`src/rtl/native_axis_pkg.sv`:
```
// ---------------------------------------------------------------------------
// native_axis_pkg
// Shared constants and helpers for the native-FIFO to AXI-Stream adapter.
//   - RD_LATENCY_MIN / RD_LATENCY_MAX : supported upstream FIFO read latencies
//   - TLAST_DISABLE                   : PKT_LEN value that turns framing off
//   - clog2()                         : pointer / counter width helper
//   - rd_latency_legal()              : range check used by the parameter assertion
// ---------------------------------------------------------------------------
package native_axis_pkg;

  localparam int RD_LATENCY_MIN = 1;
  localparam int RD_LATENCY_MAX = 2;

  // A packet length of zero means "one endless stream": TLAST never asserts.
  localparam int TLAST_DISABLE = 0;

  // Ceiling log2; returns 0 for values of 0 or 1.
  function automatic int clog2(input int value);
    int result;
    result = 0;
    for (int v = 1; v < value; v = v << 1) begin
      result++;
    end
    return result;
  endfunction

  function automatic bit rd_latency_legal(input int lat);
    return (lat >= RD_LATENCY_MIN) && (lat <= RD_LATENCY_MAX);
  endfunction

endpackage

```
`src/rtl/axis_out_buf.sv`:
```
// ---------------------------------------------------------------------------
// axis_out_buf
// Small circular buffer holding {tlast, tdata} entries between the FIFO read
// pipe and the AXI-Stream output. Pointers carry one extra MSB so that a full
// buffer (same index, different lap) is distinguishable from an empty one.
// Storage is registered and cleared on reset, so the head entry presented on
// dout reads as zero straight out of reset.
// Ports:
//   clk, rst_n : clock, async active-low reset
//   push, din  : write strobe and entry to store at the tail
//   pop        : remove the head entry (ignored when empty)
//   dout       : head entry
//   empty/full : occupancy flags
//   count      : number of valid entries, 0..DEPTH
// ---------------------------------------------------------------------------
module axis_out_buf
  import native_axis_pkg::*;
#(
  parameter  int WIDTH = 65,
  parameter  int DEPTH = 4,
  localparam int PTR_W = clog2(DEPTH)
) (
  input  logic             clk,
  input  logic             rst_n,
  input  logic             push,
  input  logic [WIDTH-1:0] din,
  input  logic             pop,
  output logic [WIDTH-1:0] dout,
  output logic             empty,
  output logic             full,
  output logic [PTR_W:0]   count
);

  logic [WIDTH-1:0] mem [DEPTH];
  logic [PTR_W:0]   wr_ptr;
  logic [PTR_W:0]   rd_ptr;
  logic             do_push;
  logic             do_pop;

  // Same index on a different lap means every slot is occupied.
  assign empty = (wr_ptr == rd_ptr);
  assign full  = (wr_ptr[PTR_W] != rd_ptr[PTR_W]) &&
                 (wr_ptr[PTR_W-1:0] == rd_ptr[PTR_W-1:0]);
  assign count = wr_ptr - rd_ptr;

  // A push into a full buffer is only accepted when the head leaves in the
  // same cycle; the owner is expected never to rely on that.
  assign do_pop  = pop && !empty;
  assign do_push = push && (!full || do_pop);

  assign dout = mem[rd_ptr[PTR_W-1:0]];

  // Pointer bookkeeping: push and pop in the same cycle both advance, so the
  // occupancy stays unchanged.
  always_ff @(posedge clk or negedge rst_n) begin
    if (!rst_n) begin
      wr_ptr <= '0;
      rd_ptr <= '0;
    end else begin
      if (do_push) begin
        wr_ptr <= wr_ptr + 1'b1;
      end
      if (do_pop) begin
        rd_ptr <= rd_ptr + 1'b1;
      end
    end
  end

  // Entry storage. Cleared on reset so the output data/last read zero while
  // the buffer has never been written.
  always_ff @(posedge clk or negedge rst_n) begin
    if (!rst_n) begin
      for (int i = 0; i < DEPTH; i++) begin
        mem[i] <= '0;
      end
    end else if (do_push) begin
      mem[wr_ptr[PTR_W-1:0]] <= din;
    end
  end

endmodule

```
`src/rtl/native_fifo_to_axis.sv`:
```
// ---------------------------------------------------------------------------
// native_fifo_to_axis
// Drains a standard-read native FIFO (data valid RD_LATENCY cycles after
// rd_en) and presents it as an AXI-Stream master with TLAST framing every
// PKT_LEN beats (PKT_LEN = 0 disables TLAST).
//
// Reads are issued on credit: a read is only started when the output buffer
// has room for it counting every read still in flight, so returning data is
// always accepted and no word is lost or duplicated whatever tready does.
// The read decision never looks at tready, keeping the FIFO side free of any
// combinational path from the downstream consumer.
//
// Ports:
//   clk, rst_n     : clock, async active-low reset (sync release expected)
//   fifo_empty     : upstream FIFO empty flag
//   fifo_rd_en     : upstream FIFO read strobe
//   fifo_dout      : upstream FIFO read data
//   m_axis_tvalid  : stream valid (buffer not empty)
//   m_axis_tready  : stream ready
//   m_axis_tdata   : stream data (head of buffer)
//   m_axis_tlast   : last beat of a PKT_LEN packet
// ---------------------------------------------------------------------------
module native_fifo_to_axis
  import native_axis_pkg::*;
#(
  parameter int DATA_W     = 64,
  parameter int RD_LATENCY = 1,
  parameter int BUF_DEPTH  = 4,
  parameter int PKT_LEN    = 16
) (
  input  logic              clk,
  input  logic              rst_n,
  input  logic              fifo_empty,
  output logic              fifo_rd_en,
  input  logic [DATA_W-1:0] fifo_dout,
  output logic              m_axis_tvalid,
  input  logic              m_axis_tready,
  output logic [DATA_W-1:0] m_axis_tdata,
  output logic              m_axis_tlast
);

  localparam int  PTR_W    = clog2(BUF_DEPTH);
  localparam int  CRED_W   = PTR_W + 2;
  localparam int  CNT_W    = (PKT_LEN > 1) ? clog2(PKT_LEN) : 1;
  localparam bit  TLAST_EN = (PKT_LEN != TLAST_DISABLE);
  localparam logic [CNT_W-1:0] LAST_BEAT = TLAST_EN ? CNT_W'(PKT_LEN - 1) : '0;
  localparam logic [CRED_W-1:0] CREDITS  = CRED_W'(BUF_DEPTH);

  logic                  running;
  logic [RD_LATENCY-1:0] pipe;
  logic [CRED_W-1:0]     inflight;
  logic [CRED_W-1:0]     committed;
  logic                  push;
  logic                  pop;
  logic                  push_last;
  logic [CNT_W-1:0]      beat_cnt;
  logic [DATA_W:0]       buf_dout;
  logic                  buf_empty;
  logic                  buf_full;
  logic [PTR_W:0]        buf_count;

  // Goes high on the first edge after reset release, so no read can be
  // started while reset is held or on the release edge itself.
  always_ff @(posedge clk or negedge rst_n) begin
    if (!rst_n) begin
      running <= 1'b0;
    end else begin
      running <= 1'b1;
    end
  end

  // Number of reads whose data has not yet landed in the buffer.
  always_comb begin
    inflight = '0;
    for (int i = 0; i < RD_LATENCY; i++) begin
      inflight = inflight + CRED_W'(pipe[i]);
    end
  end

  // Credit check: buffered words plus words on their way must leave a free
  // slot. Pops in this cycle are deliberately not credited so that tready has
  // no path to fifo_rd_en.
  assign committed  = CRED_W'(buf_count) + inflight;
  assign fifo_rd_en = running && !fifo_empty && (committed < CREDITS);

  // In-flight pipe: bit i set means a read issued i+1 cycles ago. The top bit
  // marks the cycle in which fifo_dout carries that read's data.
  always_ff @(posedge clk or negedge rst_n) begin
    if (!rst_n) begin
      pipe <= '0;
    end else begin
      pipe[0] <= fifo_rd_en;
      for (int i = 1; i < RD_LATENCY; i++) begin
        pipe[i] <= pipe[i-1];
      end
    end
  end

  assign push = pipe[RD_LATENCY-1];

  // TLAST is decided when a word enters the buffer; since beats leave in the
  // same order they enter, this equals counting handshakes, and the stored
  // flag cannot change while the beat waits under backpressure.
  assign push_last = TLAST_EN && (beat_cnt == LAST_BEAT);

  // Push-side beat counter, wrapping after the last beat of each packet.
  always_ff @(posedge clk or negedge rst_n) begin
    if (!rst_n) begin
      beat_cnt <= '0;
    end else if (push) begin
      if (push_last || !TLAST_EN) begin
        beat_cnt <= '0;
      end else begin
        beat_cnt <= beat_cnt + 1'b1;
      end
    end
  end

  axis_out_buf #(
    .WIDTH (DATA_W + 1),
    .DEPTH (BUF_DEPTH)
  ) u_buf (
    .clk   (clk),
    .rst_n (rst_n),
    .push  (push),
    .din   ({push_last, fifo_dout}),
    .pop   (pop),
    .dout  (buf_dout),
    .empty (buf_empty),
    .full  (buf_full),
    .count (buf_count)
  );

  assign m_axis_tvalid = !buf_empty;
  assign m_axis_tdata  = buf_dout[DATA_W-1:0];
  assign m_axis_tlast  = buf_dout[DATA_W];
  assign pop           = m_axis_tvalid && m_axis_tready;

  // The credit rule makes a push into a full buffer impossible; flag it in
  // simulation if that ever stops being true.
  a_no_overflow : assert property (@(posedge clk) disable iff (!rst_n)
    !(push && buf_full));

  a_params_legal : assert property (@(posedge clk)
    rd_latency_legal(RD_LATENCY) && (BUF_DEPTH >= RD_LATENCY + 2) &&
    ((BUF_DEPTH & (BUF_DEPTH - 1)) == 0));

endmodule

```
`config.mk`:
```
export PLATFORM = sky130hd
export DESIGN_NAME = native_fifo_to_axis
export DESIGN_NICKNAME = d
export VERILOG_FILES = /design/src/rtl/native_axis_pkg.sv /design/src/rtl/axis_out_buf.sv /design/src/rtl/native_fifo_to_axis.sv
export SDC_FILE = /design/constraint.sdc
export NUM_CORES = 1
export LEC_CHECK = 0
export ABC_AREA = 1
export BUFFER_PORTS_ARGS = -buffer_cell sky130_fd_sc_hd__buf_2
export CAP_MARGIN = 40
export CORE_ASPECT_RATIO = 1.5
export CORE_MARGIN = 2
export CORE_UTILIZATION = 30
export CTS_BUF_LIST = sky130_fd_sc_hd__clkbuf_8
export DETAILED_ROUTE_END_ITERATION = 10
export GPL_ROUTABILITY_DRIVEN = 0
export HOLD_SLACK_MARGIN = 0.1
export SLEW_MARGIN = 20
export SYNTH_ARGS = -nofsm -noshare
export SYNTH_HDL_FRONTEND = slang
export SYNTH_HIERARCHICAL = 1
export SYNTH_SLANG_ARGS = --single-unit
```
`constraint.sdc`:
```
create_clock -name clk -period 3.4 [get_ports clk]
set_clock_uncertainty 0.1 [all_clocks]
set_input_delay 0.68 -clock clk [delete_from_list [all_inputs] [get_ports clk]]
set_output_delay 0.68 -clock clk [all_outputs]
set_load 0.1 [all_outputs]
```
* Word-level counts from Yosys, hierarchy flattened
Cells that the tools add are included.
W data, S select, Z words.
** Word-level totals
- Input port bits :: 68
- Flip-flop bits (word level) :: 272
- Memories kept :: 0
- Memory bits (read-only) :: 0
- RAM bits :: 0
- Output and inout bits :: 67
- Word-level logic and storage cells :: 42
- Latch bits :: 0
** Cells by class
- Reductions and logical operators :: 11
- Bitwise logic cells :: 2
- Magnitude comparators :: 4
- Div/mod/pow operators :: 0
- Multiplexer cells :: 7
- Add/sub/neg operators :: 5
- Equal/unequal tests :: 4
- Multiply operators :: 0
- Shift operators :: 0
** Operators with widths (count)
- $bwmux W260 :: 1
- $mux W65 :: 3
- $bmux W65 S2 :: 1
- $demux W65 S2 :: 1
- $logic_and A1 B1 Y1 :: 7
- $add A3 B1 Y3 const B :: 2
- $ge A3 B3 Y1 const B :: 2
- $not A2 Y3 :: 2
- $add A3 B1 Y4 :: 1
- $add A4 B1 Y4 const B :: 1
- $eq A4 B4 Y1 const B :: 1
- $lt A4 B3 Y1 const B :: 1
- $mux W4 :: 1
- $eq A3 B3 Y1 :: 1
- $logic_not A1 Y1 :: 3
- $lt A3 B1 Y1 const B :: 1
- $sub A3 B3 Y3 :: 1
- $eq A2 B2 Y1 :: 1
- $logic_or A1 B1 Y1 :: 1
- $ne A1 B1 Y1 :: 1

* Logic depth before layout (Yosys ltp)
Gate-level depths: netlist of run 1.
- Depth in word-level cells :: 6
- Mapped depth :: 16
- Mapped depth without buffers :: 12

* By module
The synthesis of run 1 kept the hierarchy.
** By module, submodules not included
- axis_out_buf :: times used 1, seq. area each 6656.4 µm², area each 12837.3 µm², cells an instance 1580
- native_fifo_to_axis :: times used 1, seq. area each 150.1 µm², area each 281.5 µm², cells an instance 33

* Worst setup path after synthesis of run 1
OpenSTA, ideal clock, no wires.
- Path kind :: register -> output
- Start :: register u_buf.rd_ptr[0]
- End :: output port m_axis_tdata[60]
- Arrival :: 2.571 ns
- Path slack :: 0.049 ns
- Stages on the path, launching flop included :: 7
- Buffers on the path :: 3
- Required time :: 2.620 ns
- Cells stage by stage :: dfrtp_1 > buf_2 > inv_2 > buf_2 > buf_2 > o21ai_0 > o22ai_1
** On the way
- Longest elaborated chain between the ends :: 4
** RTL lines
- start: declaration :: line axis_out_buf.sv:36 : logic [PTR_W:0] rd_ptr;
- start signal: assignment :: line axis_out_buf.sv:64 : rd_ptr <= rd_ptr + 1'b1;
- $not A2 Y3 (implied by the code) :: line axis_out_buf.sv:51 : assign dout = mem[rd_ptr[PTR_W-1:0]];
- $bmux W65 S2 :: line axis_out_buf.sv:51
- $mux W65 (implied by the code) (2 in series) :: line axis_out_buf.sv:51
- end: declaration :: line native_fifo_to_axis.sv:38 : output logic [DATA_W-1:0] m_axis_tdata,
No other way between the ends. The select of a mux whose other input is x is not followed.

* Worst setup path in the final report of run 1
- Start :: register u_buf.rd_ptr[0]
- End :: output port m_axis_tdata[34]
Same word-level chain as after synthesis.

==> impl_results.html, run 1 <==
<table>
<tr><th>Metric</th><th>Value</th></tr>
<tr><th colspan="2">Worst setup path</th></tr>
<tr><td>FF-to-FF setup slack</td><td>0.55 ns</td></tr>
<tr><td>Reg-to-reg critical path endpoint</td><td>u_buf/mem[8]$_DFFE_PN0P_</td></tr>
<tr><td>Maximum net fanout on the critical path</td><td>74</td></tr>
<tr><td>Worst reg2reg startpoint</td><td>u_buf/rd_ptr[1]$_DFFE_PN0P_</td></tr>
<tr><td>Critical Path Sink</td><td>m_axis_tdata[34]</td></tr>
<tr><td>Startpoint of the worst setup timing path</td><td>u_buf/rd_ptr[0]$_DFFE_PN0P_</td></tr>
<tr><td>Depth of the most critical reg-to-reg path</td><td>13</td></tr>
<tr><td>Kind of critical path</td><td>flip-flop to primary output</td></tr>
<tr><td>Endpoint class of the critical path</td><td>primary output</td></tr>
<tr><td>Endpoint arrival time on the critical path</td><td>2.48 ns</td></tr>
<tr><td>CP Launch Type</td><td>flip-flop</td></tr>
<tr><td>Required time worst endpoint</td><td>2.62 ns</td></tr>
<tr><th colspan="2">Layout</th></tr>
<tr><td>Final core utilization</td><td>35.6%</td></tr>
<tr><td>Area Overhead vs Synth</td><td>16.7%</td></tr>
<tr><td>Nets</td><td>1754</td></tr>
<tr><td>Fraction of layout cells with a size suffix above 1</td><td>15.2%</td></tr>
<tr><td>Number of non-filler instances in the completed layout</td><td>2283</td></tr>
<tr><td>Most frequent cells in the layout</td><td>nand2_1, dfrtp_1, nand4_1</td></tr>
<tr><td>Leading cell type in the layout, fill and taps excluded</td><td>nand2_1</td></tr>
<tr><th colspan="2">Worst hold path</th></tr>
<tr><td>Min-delay worst type</td><td>input pin to flip-flop</td></tr>
<tr><td>Number of stages on the worst hold path</td><td>3</td></tr>
<tr><th colspan="2">Floorplan</th></tr>
<tr><td>Row count</td><td>93</td></tr>
<tr><td>Width of the die</td><td>175 µm</td></tr>
<tr><td>Core Area</td><td>0.0431 mm²</td></tr>
<tr><td>Initial cell density of the core</td><td>30.5%</td></tr>
<tr><td>I/O Pins</td><td>135</td></tr>
<tr><td>Die Span Y</td><td>260 µm</td></tr>
<tr><td>Area of the die</td><td>0.0454 mm²</td></tr>
<tr><th colspan="2">Clocking</th></tr>
<tr><td>Number of CTS-inserted buffers</td><td>45</td></tr>
<tr><td>Total number of clock tree sinks</td><td>272</td></tr>
<tr><td>Root buffer cell</td><td>clkbuf_8</td></tr>
<tr><td>TritonCTS clock tree</td><td>built</td></tr>
<tr><td>H-tree level count</td><td>2</td></tr>
<tr><td>Post-CTS Setup Bufs</td><td>0</td></tr>
<tr><td>Clock slew seen by the registers of the worst setup and hold paths</td><td>0.06 ns</td></tr>
<tr><td>Clock insertion delay at the later pin of the skew report</td><td>0.57 ns</td></tr>
<tr><td>CTS max path bufs</td><td>3</td></tr>
<tr><th colspan="2">Timing</th></tr>
<tr><td>Total Negative Setup Slacks</td><td>0 ns</td></tr>
<tr><td>Final Hold Fails</td><td>0</td></tr>
<tr><td>Max-slew violation count</td><td>0</td></tr>
<tr><td>RSZ-0062 raised after global routing</td><td>no</td></tr>
<tr><td>Minimum clock period</td><td>3.26 ns</td></tr>
<tr><td>Highest achievable clock rate</td><td>306 MHz</td></tr>
<tr><td>Actual transition at the worst max-transition pin</td><td>0.846 ns</td></tr>
<tr><td>Max transition margin</td><td>43.6%</td></tr>
<tr><td>Number of setup violations in the final report</td><td>0</td></tr>
<tr><td>Tcrit/Tclk final</td><td>96.0%</td></tr>
<tr><th colspan="2">GRT</th></tr>
<tr><td>Overflow after GRT</td><td>0</td></tr>
<tr><td>Aggregate global-route resource usage</td><td>19.0%</td></tr>
<tr><td>Global-route wire length before repair</td><td>69100 µm</td></tr>
<tr><td>Vias in the first global route</td><td>12019</td></tr>
<tr><td>Antenna violations before repair</td><td>5</td></tr>
<tr><td>Pin count of the biggest net entering global routing</td><td>140</td></tr>
<tr><th colspan="2">Detailed routing</th></tr>
<tr><td>Number of DRC markers in iteration 0</td><td>989</td></tr>
<tr><td># DRC</td><td>0</td></tr>
<tr><td>Number of vias after detailed routing</td><td>12148</td></tr>
<tr><td>Length of the first detailed-routing pass in iterations</td><td>5</td></tr>
<tr><td>Vias per cell</td><td>5.32</td></tr>
<tr><td>Antenna Nets Post-Route</td><td>0</td></tr>
<tr><td>Aggregate routed wire length</td><td>43300 µm</td></tr>
<tr><td>Routed length per instance</td><td>19.0 µm</td></tr>
<tr><th colspan="2">Synthesis</th></tr>
<tr><td>Post-synthesis cell area</td><td>0.0131 mm²</td></tr>
<tr><td>Synthesized area divided by synthesized cell count</td><td>8.14 µm²</td></tr>
<tr><td>Yosys synthesis warning count</td><td>6</td></tr>
<tr><td>Synth Net Count</td><td>1689</td></tr>
<tr><td>Gate Count Post-Synth</td><td>1612</td></tr>
<tr><th colspan="2">Placement</th></tr>
<tr><td>Number of buffers inserted by port buffering</td><td>134</td></tr>
<tr><td>Post-DP HPWL</td><td>24600 µm</td></tr>
<tr><td>Placed Instances</td><td>2199</td></tr>
<tr><th colspan="2">Run status</th></tr>
<tr><td>Run status</td><td>finished clean</td></tr>
<tr><th colspan="2">Run</th></tr>
<tr><td>Count of max-cap constraint violations</td><td>0</td></tr>
</table>
-- metrics by stage --
stage,cell area (µm²),hold WS (ns),setup slack [ns]
after floorplan,13100,0.284,0.0493
after global placement,14300,0.347,0.501
after detailed placement,14300,0.353,0.498
after CTS,15300,0.244,0.00148
after global routing,15300,0.271,0.00395
final,15300,0.288,0.137
-- cell type report --
| class | instances | area, µm² |
|---|---|---|
| Tap cell | 570 | 713 |
| Clock inverter | 16 | 96.3 |
| Inverter | 19 | 72.6 |
| Clock buffer | 63 | 867 |
| Antenna cell | 4 | 10.0 |
| Fill cell | 4567 | 27700 |
| Multi-Input combinational cell | 1164 | 5520 |
| Timing Repair Buffer | 175 | 1210 |
| Sequential cell | 272 | 6820 |
-- flip-flops by register name, summed over array words and instances, names as in the netlist --
signal,count
u_buf/wr_ptr,3
u_buf/mem,260
running,1
pipe,1
u_buf/rd_ptr,3
beat_cnt,4
-- how the worst min path moves through the flow --
stage                                          start                         end  slack (ns)
final                                  fifo_dout[48]  u_buf/mem[113]$_DFFE_PN0P_        0.29
after global routing                   fifo_dout[48]   u_buf/mem[48]$_DFFE_PN0P_        0.27
after CTS                              fifo_dout[48]   u_buf/mem[48]$_DFFE_PN0P_        0.24
after detailed placement  u_buf/mem[191]$_DFFE_PN0P_  u_buf/mem[191]$_DFFE_PN0P_        0.35
after global placement    u_buf/mem[182]$_DFFE_PN0P_  u_buf/mem[182]$_DFFE_PN0P_        0.35
after floorplan                                rst_n     beat_cnt[0]$_DFFE_PN0P_        0.28
-- worst max-delay path: stages (launching register included) --
cell	delay, ns
dfrtp_4	0.44
buf_6	0.41
o21ai_0	0.19
o22ai_1	0.33
clkbuf_4	0.41
-- timing repair --
action,CTS,global route
endpoints found under the hold margin,6,0
setup endpoints to repair,9,10
hold buffers,1,0
gates resized for setup,1,8
-- routing by layer --
layer | part of all wire [%] | routed length (µm) | global-route usage, %
met5 | 0.030 | 13 | 0
met4 | 3.0 | 1310 | 7.55
met3 | 4.7 | 2060 | 2.19
met2 | 50 | 21600 | 32.7
met1 | 42 | 18300 | 24.3
Power of run 1 is not shown: default switching activity piles up to over one toggle a cycle in this logic, so the estimate is an artifact.
==> run 2, diff against run 1 <==
--- a/config.mk
+++ b/config.mk
@@ -10,7 +10,7 @@
 export CAP_MARGIN = 40
 export CORE_ASPECT_RATIO = 1.5
 export CORE_MARGIN = 2
-export CORE_UTILIZATION = 30
+export CORE_UTILIZATION = 35
 export CTS_BUF_LIST = sky130_fd_sc_hd__clkbuf_8
 export DETAILED_ROUTE_END_ITERATION = 10
 export GPL_ROUTABILITY_DRIVEN = 0
==> constraint.sdc (replaced) <==
create_clock -name clk -period 2.7 [get_ports clk]
set_clock_uncertainty 0.1 [all_clocks]
set_input_delay 0.54 -clock clk [delete_from_list [all_inputs] [get_ports clk]]
set_output_delay 0.54 -clock clk [all_outputs]
set_load 0.1 [all_outputs]
==> impl_results.html, run 2 (same netlist as run 1, synthesis figures left out) <==
<table>
<tr><th>Metric</th><th>Value</th></tr>
<tr><th colspan="2">Run status</th></tr>
<tr><td>Run status</td><td>complete, but fails checks</td></tr>
<tr><td>Violations in the final reports</td><td>negative setup slack</td></tr>
<tr><th colspan="2">Floorplan</th></tr>
<tr><td>Die Span Y</td><td>241 µm</td></tr>
<tr><td>I/O Pins</td><td>135</td></tr>
<tr><td>Width of the die</td><td>162 µm</td></tr>
<tr><td>Core Area</td><td>0.0368 mm²</td></tr>
<tr><td>Initial cell density of the core</td><td>35.6%</td></tr>
<tr><td>Row count</td><td>86</td></tr>
<tr><td>Area of the die</td><td>0.0391 mm²</td></tr>
<tr><th colspan="2">Worst setup path</th></tr>
<tr><td>Endpoint class of the critical path</td><td>primary output</td></tr>
<tr><td>Startpoint of the worst setup timing path</td><td>u_buf/rd_ptr[0]$_DFFE_PN0P_</td></tr>
<tr><td>CP Launch Type</td><td>flip-flop</td></tr>
<tr><td>Kind of critical path</td><td>flip-flop to primary output</td></tr>
<tr><td>Endpoint arrival time on the critical path</td><td>2.25 ns</td></tr>
<tr><td>Worst reg2reg startpoint</td><td>u_buf/rd_ptr[1]$_DFFE_PN0P_</td></tr>
<tr><td>Required time worst endpoint</td><td>2.06 ns</td></tr>
<tr><td>Maximum net fanout on the critical path</td><td>3</td></tr>
<tr><th colspan="2">Worst hold path</th></tr>
<tr><td>Hold wc startpoint</td><td>fifo_dout[44]</td></tr>
<tr><td>Min-delay worst type</td><td>input pin to flip-flop</td></tr>
<tr><th colspan="2">GRT</th></tr>
<tr><td>Pin count of the biggest net entering global routing</td><td>240</td></tr>
<tr><td>Global-route wire length before repair</td><td>72300 µm</td></tr>
<tr><td>Met3 capacity usage during global routing</td><td>3.90%</td></tr>
<tr><td>Met1 global-route usage</td><td>30.2%</td></tr>
<tr><td>Routing layer with the top usage in global route</td><td>met2</td></tr>
<tr><td>Overflow after GRT</td><td>0</td></tr>
<tr><td>Aggregate global-route resource usage</td><td>23.7%</td></tr>
<tr><td>Antenna violations before repair</td><td>8</td></tr>
<tr><td>Met2 layer usage reported by global route</td><td>39.4%</td></tr>
<tr><td>Vias in the first global route</td><td>12508</td></tr>
<tr><th colspan="2">Layout</th></tr>
<tr><td>Final core utilization</td><td>47.5%</td></tr>
<tr><td>Max reg flops</td><td>260</td></tr>
<tr><td>Area Overhead vs Synth</td><td>33.2%</td></tr>
<tr><td>Top Registers</td><td>u_buf/mem x260, beat_cnt x4</td></tr>
<tr><td>Fraction of layout cells with a size suffix above 1</td><td>20.9%</td></tr>
<tr><td>Leading cell type in the layout, fill and taps excluded</td><td>nand2_1</td></tr>
<tr><td>Nets</td><td>1787</td></tr>
<tr><td>Largest reg by FF count</td><td>u_buf/mem</td></tr>
<tr><td>Most frequent cells in the layout</td><td>nand2_1, dfrtp_1, nand4_1</td></tr>
<tr><th colspan="2">Clocking</th></tr>
<tr><td>Number of CTS-inserted buffers</td><td>45</td></tr>
<tr><td>Root buffer cell</td><td>clkbuf_8</td></tr>
<tr><td>Clock slew seen by the registers of the worst setup and hold paths</td><td>0.06 ns</td></tr>
<tr><td>CTS max path bufs</td><td>3</td></tr>
<tr><td>Total number of clock tree sinks</td><td>272</td></tr>
<tr><td>Clock insertion delay at the later pin of the skew report</td><td>0.58 ns</td></tr>
<tr><td>H-tree level count</td><td>2</td></tr>
<tr><td>TritonCTS clock tree</td><td>built</td></tr>
<tr><th colspan="2">Detailed routing</th></tr>
<tr><td>Length of the first detailed-routing pass in iterations</td><td>5</td></tr>
<tr><td>Number of vias after detailed routing</td><td>12589</td></tr>
<tr><td>Number of DRC markers in iteration 0</td><td>1065</td></tr>
<tr><td># DRC</td><td>0</td></tr>
<tr><td>Antenna Nets Post-Route</td><td>0</td></tr>
<tr><td>Routed length per instance</td><td>20.7 µm</td></tr>
<tr><td>Vias per cell</td><td>5.64</td></tr>
<tr><td>Aggregate routed wire length</td><td>46200 µm</td></tr>
<tr><th colspan="2">Placement</th></tr>
<tr><td>Worst Setup Slack post-DPL</td><td>-0.0613 ns</td></tr>
<tr><td>Post-DP HPWL</td><td>23300 µm</td></tr>
<tr><td>Number of buffers inserted by port buffering</td><td>134</td></tr>
<tr><th colspan="2">Timing</th></tr>
<tr><td>Minimum clock period</td><td>2.89 ns</td></tr>
<tr><td>Final Hold Fails</td><td>0</td></tr>
<tr><td>Actual transition at the worst max-transition pin</td><td>1.15 ns</td></tr>
<tr><td>Post-route worst setup slack</td><td>-0.195 ns</td></tr>
<tr><td>Total Negative Setup Slacks</td><td>-6.25 ns</td></tr>
<tr><td>Highest achievable clock rate</td><td>345 MHz</td></tr>
<tr><td>RSZ-0062 raised after global routing</td><td>yes</td></tr>
<tr><td>Tcrit/Tclk final</td><td>107%</td></tr>
<tr><td>Max transition margin</td><td>23.4%</td></tr>
<tr><td>Max-slew violation count</td><td>0</td></tr>
<tr><td>Number of setup violations in the final report</td><td>66</td></tr>
<tr><th colspan="2">Run</th></tr>
<tr><td>Count of max-cap constraint violations</td><td>0</td></tr>
</table>
run 2: cell types whose count changed in the layout (fill, tap and decap cells not counted), sizes merged, moves of 3 or more:
cell and delta:
buf +30, clkbuf -10, inv +3, diode +4
bufbuf +8
run 2: routing by layer:
layer  vias to the layer above  wire length (µm)
met4                         0              1740
met1                      6227             18400
met2                       506             22900
li1                       5742                 -
met5                         -                 0
met3                       114              3130
run 2: per-stage QoR:
| step | instances | area (µm²) | hold WS, ns |
|---|---|---|---|
| finish | 2233 | 17500 | 0.145 |
| detailed placement | 2119 | 15700 | 0.353 |
| global placement | 2119 | 15700 | 0.348 |
| global route | 2233 | 17500 | 0.139 |
| CTS | 2221 | 17400 | 0.119 |
| floorplan | 1612 | 13500 | 0.144 |
run 2: layout make-up:
type	instances	area, µm²
clock inverter	19	134
tap	484	606
antenna	8	20.0
timing repair buffer	207	3000
multi-input combinational	1164	5990
fill	3553	19300
sequential	272	6820
inverter	19	86.3
clock buffer	59	812
timing repair inverter	1	16.3
run 2: critical path, stage by stage (launching register included):
cell,delay (ns)
dfrtp_4,0.50
ha_4,0.17
fa_2,0.51
inv_1,0.05
nand3_2,0.05
and3_4,0.22
buf_12,0.18
run 2: path summary, 6_finish.rpt:
kind	slack [ns]	to	depth (start not counted)
max	-0.19	fifo_rd_en	6
min	0.15	u_buf/mem[44]$_DFFE_PN0P_	3
max reg2reg	0.20	u_buf/mem[3]$_DFFE_PN0P_	14
min reg2reg	0.36	u_buf/mem[153]$_DFFE_PN0P_	2
max in group asynchronous	1.29	u_buf/mem[170]$_DFFE_PN0P_	3
min in group asynchronous	0.44	u_buf/mem[245]$_DFFE_PN0P_	2
run 2: timing repair:
item / in CTS / in global routing
endpoints found under the hold margin: 57 / 0
gates cloned: 17 / 1
endpoints found under the setup margin: 215 / 248
hold buffers: 1 / 0
buffers inserted: 6 / 3
gates resized for setup: 42 / 16
pin swaps: 46 / 21
Power of run 2 is left out for the same reason.
==> run 3, diff against run 2 <==
==> constraint.sdc (replaced) <==
create_clock -name clk -period 3.25 [get_ports clk]
set_clock_uncertainty 0.1 [all_clocks]
set_input_delay 0.65 -clock clk [delete_from_list [all_inputs] [get_ports clk]]
set_output_delay 0.65 -clock clk [all_outputs]
set_load 0.1 [all_outputs]
==> impl_results.html, run 3 (same netlist as run 1, synthesis figures left out) <==
<table>
<tr><th>Metric</th><th>Value</th></tr>
<tr><th colspan="2">Clocking</th></tr>
<tr><td>H-tree level count</td><td>2</td></tr>
<tr><td>Clock slew seen by the registers of the worst setup and hold paths</td><td>0.07 ns</td></tr>
<tr><td>TritonCTS clock tree</td><td>built</td></tr>
<tr><td>Total number of clock tree sinks</td><td>272</td></tr>
<tr><td>CTS max path bufs</td><td>3</td></tr>
<tr><td>Root buffer cell</td><td>clkbuf_8</td></tr>
<tr><td>Clock insertion delay at the later pin of the skew report</td><td>0.60 ns</td></tr>
<tr><td>Number of CTS-inserted buffers</td><td>45</td></tr>
<tr><th colspan="2">Timing</th></tr>
<tr><td>Number of setup violations in the final report</td><td>0</td></tr>
<tr><td>RSZ-0062 raised after global routing</td><td>no</td></tr>
<tr><td>Highest achievable clock rate</td><td>318 MHz</td></tr>
<tr><td>Minimum clock period</td><td>3.14 ns</td></tr>
<tr><td>Actual transition at the worst max-transition pin</td><td>0.890 ns</td></tr>
<tr><td>Max-slew violation count</td><td>0</td></tr>
<tr><td>Final Hold Fails</td><td>0</td></tr>
<tr><td>Total Negative Setup Slacks</td><td>0 ns</td></tr>
<tr><td>Tcrit/Tclk final</td><td>96.6%</td></tr>
<tr><td>Max transition margin</td><td>40.7%</td></tr>
<tr><th colspan="2">Detailed routing</th></tr>
<tr><td>Number of DRC markers in iteration 0</td><td>1061</td></tr>
<tr><td>Number of vias after detailed routing</td><td>12162</td></tr>
<tr><td>Antenna Nets Post-Route</td><td>0</td></tr>
<tr><td>Length of the first detailed-routing pass in iterations</td><td>5</td></tr>
<tr><td># DRC</td><td>0</td></tr>
<tr><td>Vias per cell</td><td>5.53</td></tr>
<tr><td>Aggregate routed wire length</td><td>42800 µm</td></tr>
<tr><td>Routed length per instance</td><td>19.5 µm</td></tr>
<tr><th colspan="2">Worst setup path</th></tr>
<tr><td>Maximum net fanout on the critical path</td><td>30</td></tr>
<tr><td>Buffers plus inverters on the worst setup path</td><td>3</td></tr>
<tr><td>Endpoint class of the critical path</td><td>primary output</td></tr>
<tr><td>CP Launch Type</td><td>flip-flop</td></tr>
<tr><td>Cell Chain, Critical Path</td><td>buf_4 -&gt; buf_4 -&gt; o21ai_0 -&gt; o22ai_2 -&gt; buf_12</td></tr>
<tr><td>Cell mode on critical path</td><td>buf_4</td></tr>
<tr><td>Highest-delay cell along the critical path</td><td>buf_4</td></tr>
<tr><td>Kind of critical path</td><td>flip-flop to primary output</td></tr>
<tr><td>Cell family with most CP delay</td><td>buffers and inverters</td></tr>
<tr><td>Endpoint arrival time on the critical path</td><td>2.39 ns</td></tr>
<tr><td>Largest stage delay on the critical path</td><td>0.43 ns</td></tr>
<tr><td>Required time worst endpoint</td><td>2.50 ns</td></tr>
<tr><th colspan="2">Placement</th></tr>
<tr><td>Post-DP HPWL</td><td>23700 µm</td></tr>
<tr><td>Number of buffers inserted by port buffering</td><td>134</td></tr>
<tr><th colspan="2">Floorplan</th></tr>
<tr><td>Row count</td><td>86</td></tr>
<tr><td>I/O Pins</td><td>135</td></tr>
<tr><td>Core Area</td><td>0.0368 mm²</td></tr>
<tr><td>Die Span Y</td><td>241 µm</td></tr>
<tr><td>Area of the die</td><td>0.0391 mm²</td></tr>
<tr><td>Width of the die</td><td>162 µm</td></tr>
<tr><td>Initial cell density of the core</td><td>35.6%</td></tr>
<tr><th colspan="2">Layout</th></tr>
<tr><td>Largest reg by FF count</td><td>u_buf/mem</td></tr>
<tr><td>Fraction of layout cells with a size suffix above 1</td><td>19.2%</td></tr>
<tr><td>Leading cell type in the layout, fill and taps excluded</td><td>nand2_1</td></tr>
<tr><td>Top Registers</td><td>u_buf/mem x260, beat_cnt x4</td></tr>
<tr><td>Area Overhead vs Synth</td><td>25.1%</td></tr>
<tr><td>Nets</td><td>1760</td></tr>
<tr><td>Max reg flops</td><td>260</td></tr>
<tr><td>Most frequent cells in the layout</td><td>nand2_1, dfrtp_1, nand4_1</td></tr>
<tr><th colspan="2">GRT</th></tr>
<tr><td>Antenna violations before repair</td><td>1</td></tr>
<tr><td>Overflow after GRT</td><td>0</td></tr>
<tr><td>Vias in the first global route</td><td>12199</td></tr>
<tr><td>Global-route wire length before repair</td><td>68200 µm</td></tr>
<tr><td>Aggregate global-route resource usage</td><td>22.0%</td></tr>
<tr><td>Pin count of the biggest net entering global routing</td><td>185</td></tr>
<tr><th colspan="2">Run</th></tr>
<tr><td>Count of max-cap constraint violations</td><td>0</td></tr>
<tr><th colspan="2">Worst hold path</th></tr>
<tr><td>Min-delay worst type</td><td>input pin to flip-flop</td></tr>
<tr><th colspan="2">Run status</th></tr>
<tr><td>Run status</td><td>finished clean</td></tr>
</table>
[run 3: cell count changes in the layout (fill, tap and decap cells not counted), moves of 8 or more]
cell       change
buf_4         +12
buf_16        -14
o21ai_1       -12
o21ai_0       +12
bufbuf_16      -8
buf_12        -18
[run 3: cell type report]
type,count,area (µm²)
tap,484,606
sequential,272,6820
inverter,19,73.8
clock buffer,59,812
fill,3659,20400
antenna,1,2.50
clock inverter,21,118
multi-input combinational,1164,5930
timing repair buffer,181,2040
[run 3: what timing repair did]
item / in CTS / in global routing
buffers inserted: 0 / 1
endpoints found under the setup margin: 0 / 1
endpoints found under the hold margin: 80 / 0
resized for setup: 0 / 1
hold buffers: 1 / 0
[run 3: per-layer routing]
metal | global-route usage, % | wire length, µm | vias to the layer above
li1 | - | - | 5673
met1 | 27.0 | 17300 | 6033
met2 | 39.2 | 22200 | 377
met3 | 2.82 | 2110 | 79
met4 | 8.31 | 1220 | 0
met5 | 0 | 0 | -
[run 3: final timing paths]
check / from / endpoint / slack [ns] / cells after the start
setup / recovery: u_buf/rd_ptr[1]$_DFFE_PN0P_ / m_axis_tdata[62] / 0.11 / 5
hold / removal: fifo_dout[23] / u_buf/mem[23]$_DFFE_PN0P_ / 0.24 / 3
setup reg to reg: u_buf/rd_ptr[0]$_DFFE_PN0P_ / u_buf/mem[222]$_DFFE_PN0P_ / 0.47 / 11
hold reg to reg: u_buf/mem[142]$_DFFE_PN0P_ / u_buf/mem[142]$_DFFE_PN0P_ / 0.36 / 2
max in group asynchronous: rst_n / u_buf/mem[159]$_DFFE_PN0P_ / 1.67 / 3
min in group asynchronous: rst_n / u_buf/mem[184]$_DFFE_PN0P_ / 0.59 / 2
[run 3: metrics by stage]
| stage | std cells | utilization, % | area (µm²) | setup WS, ns | hold slack (ns) |
|---|---|---|---|---|---|
| floorplan | 1612 | - | 13500 | 0.443 | 0.254 |
| global placement | 2117 | 41.9 | 15400 | 0.566 | 0.348 |
| detailed placement | 2117 | 41.9 | 15400 | 0.523 | 0.353 |
| CTS | 2198 | 44.5 | 16400 | 0.0693 | 0.211 |
| global route | 2201 | 44.6 | 16400 | 0.0182 | 0.232 |
| finish | 2201 | 44.6 | 16400 | 0.109 | 0.240 |
[run 3: worst reg2reg max path, delay by kind of cell, from the launching register on]
| family | cells | cell delay (ns) |
|---|---|---|
| and+or+nand+nor | 6 | 1.10 |
| buffers and inverters | 4 | 0.76 |
| DFF | 1 | 0.51 |
| adders and majority gates | 1 | 0.30 |
Power of run 3 is left out for the same reason.
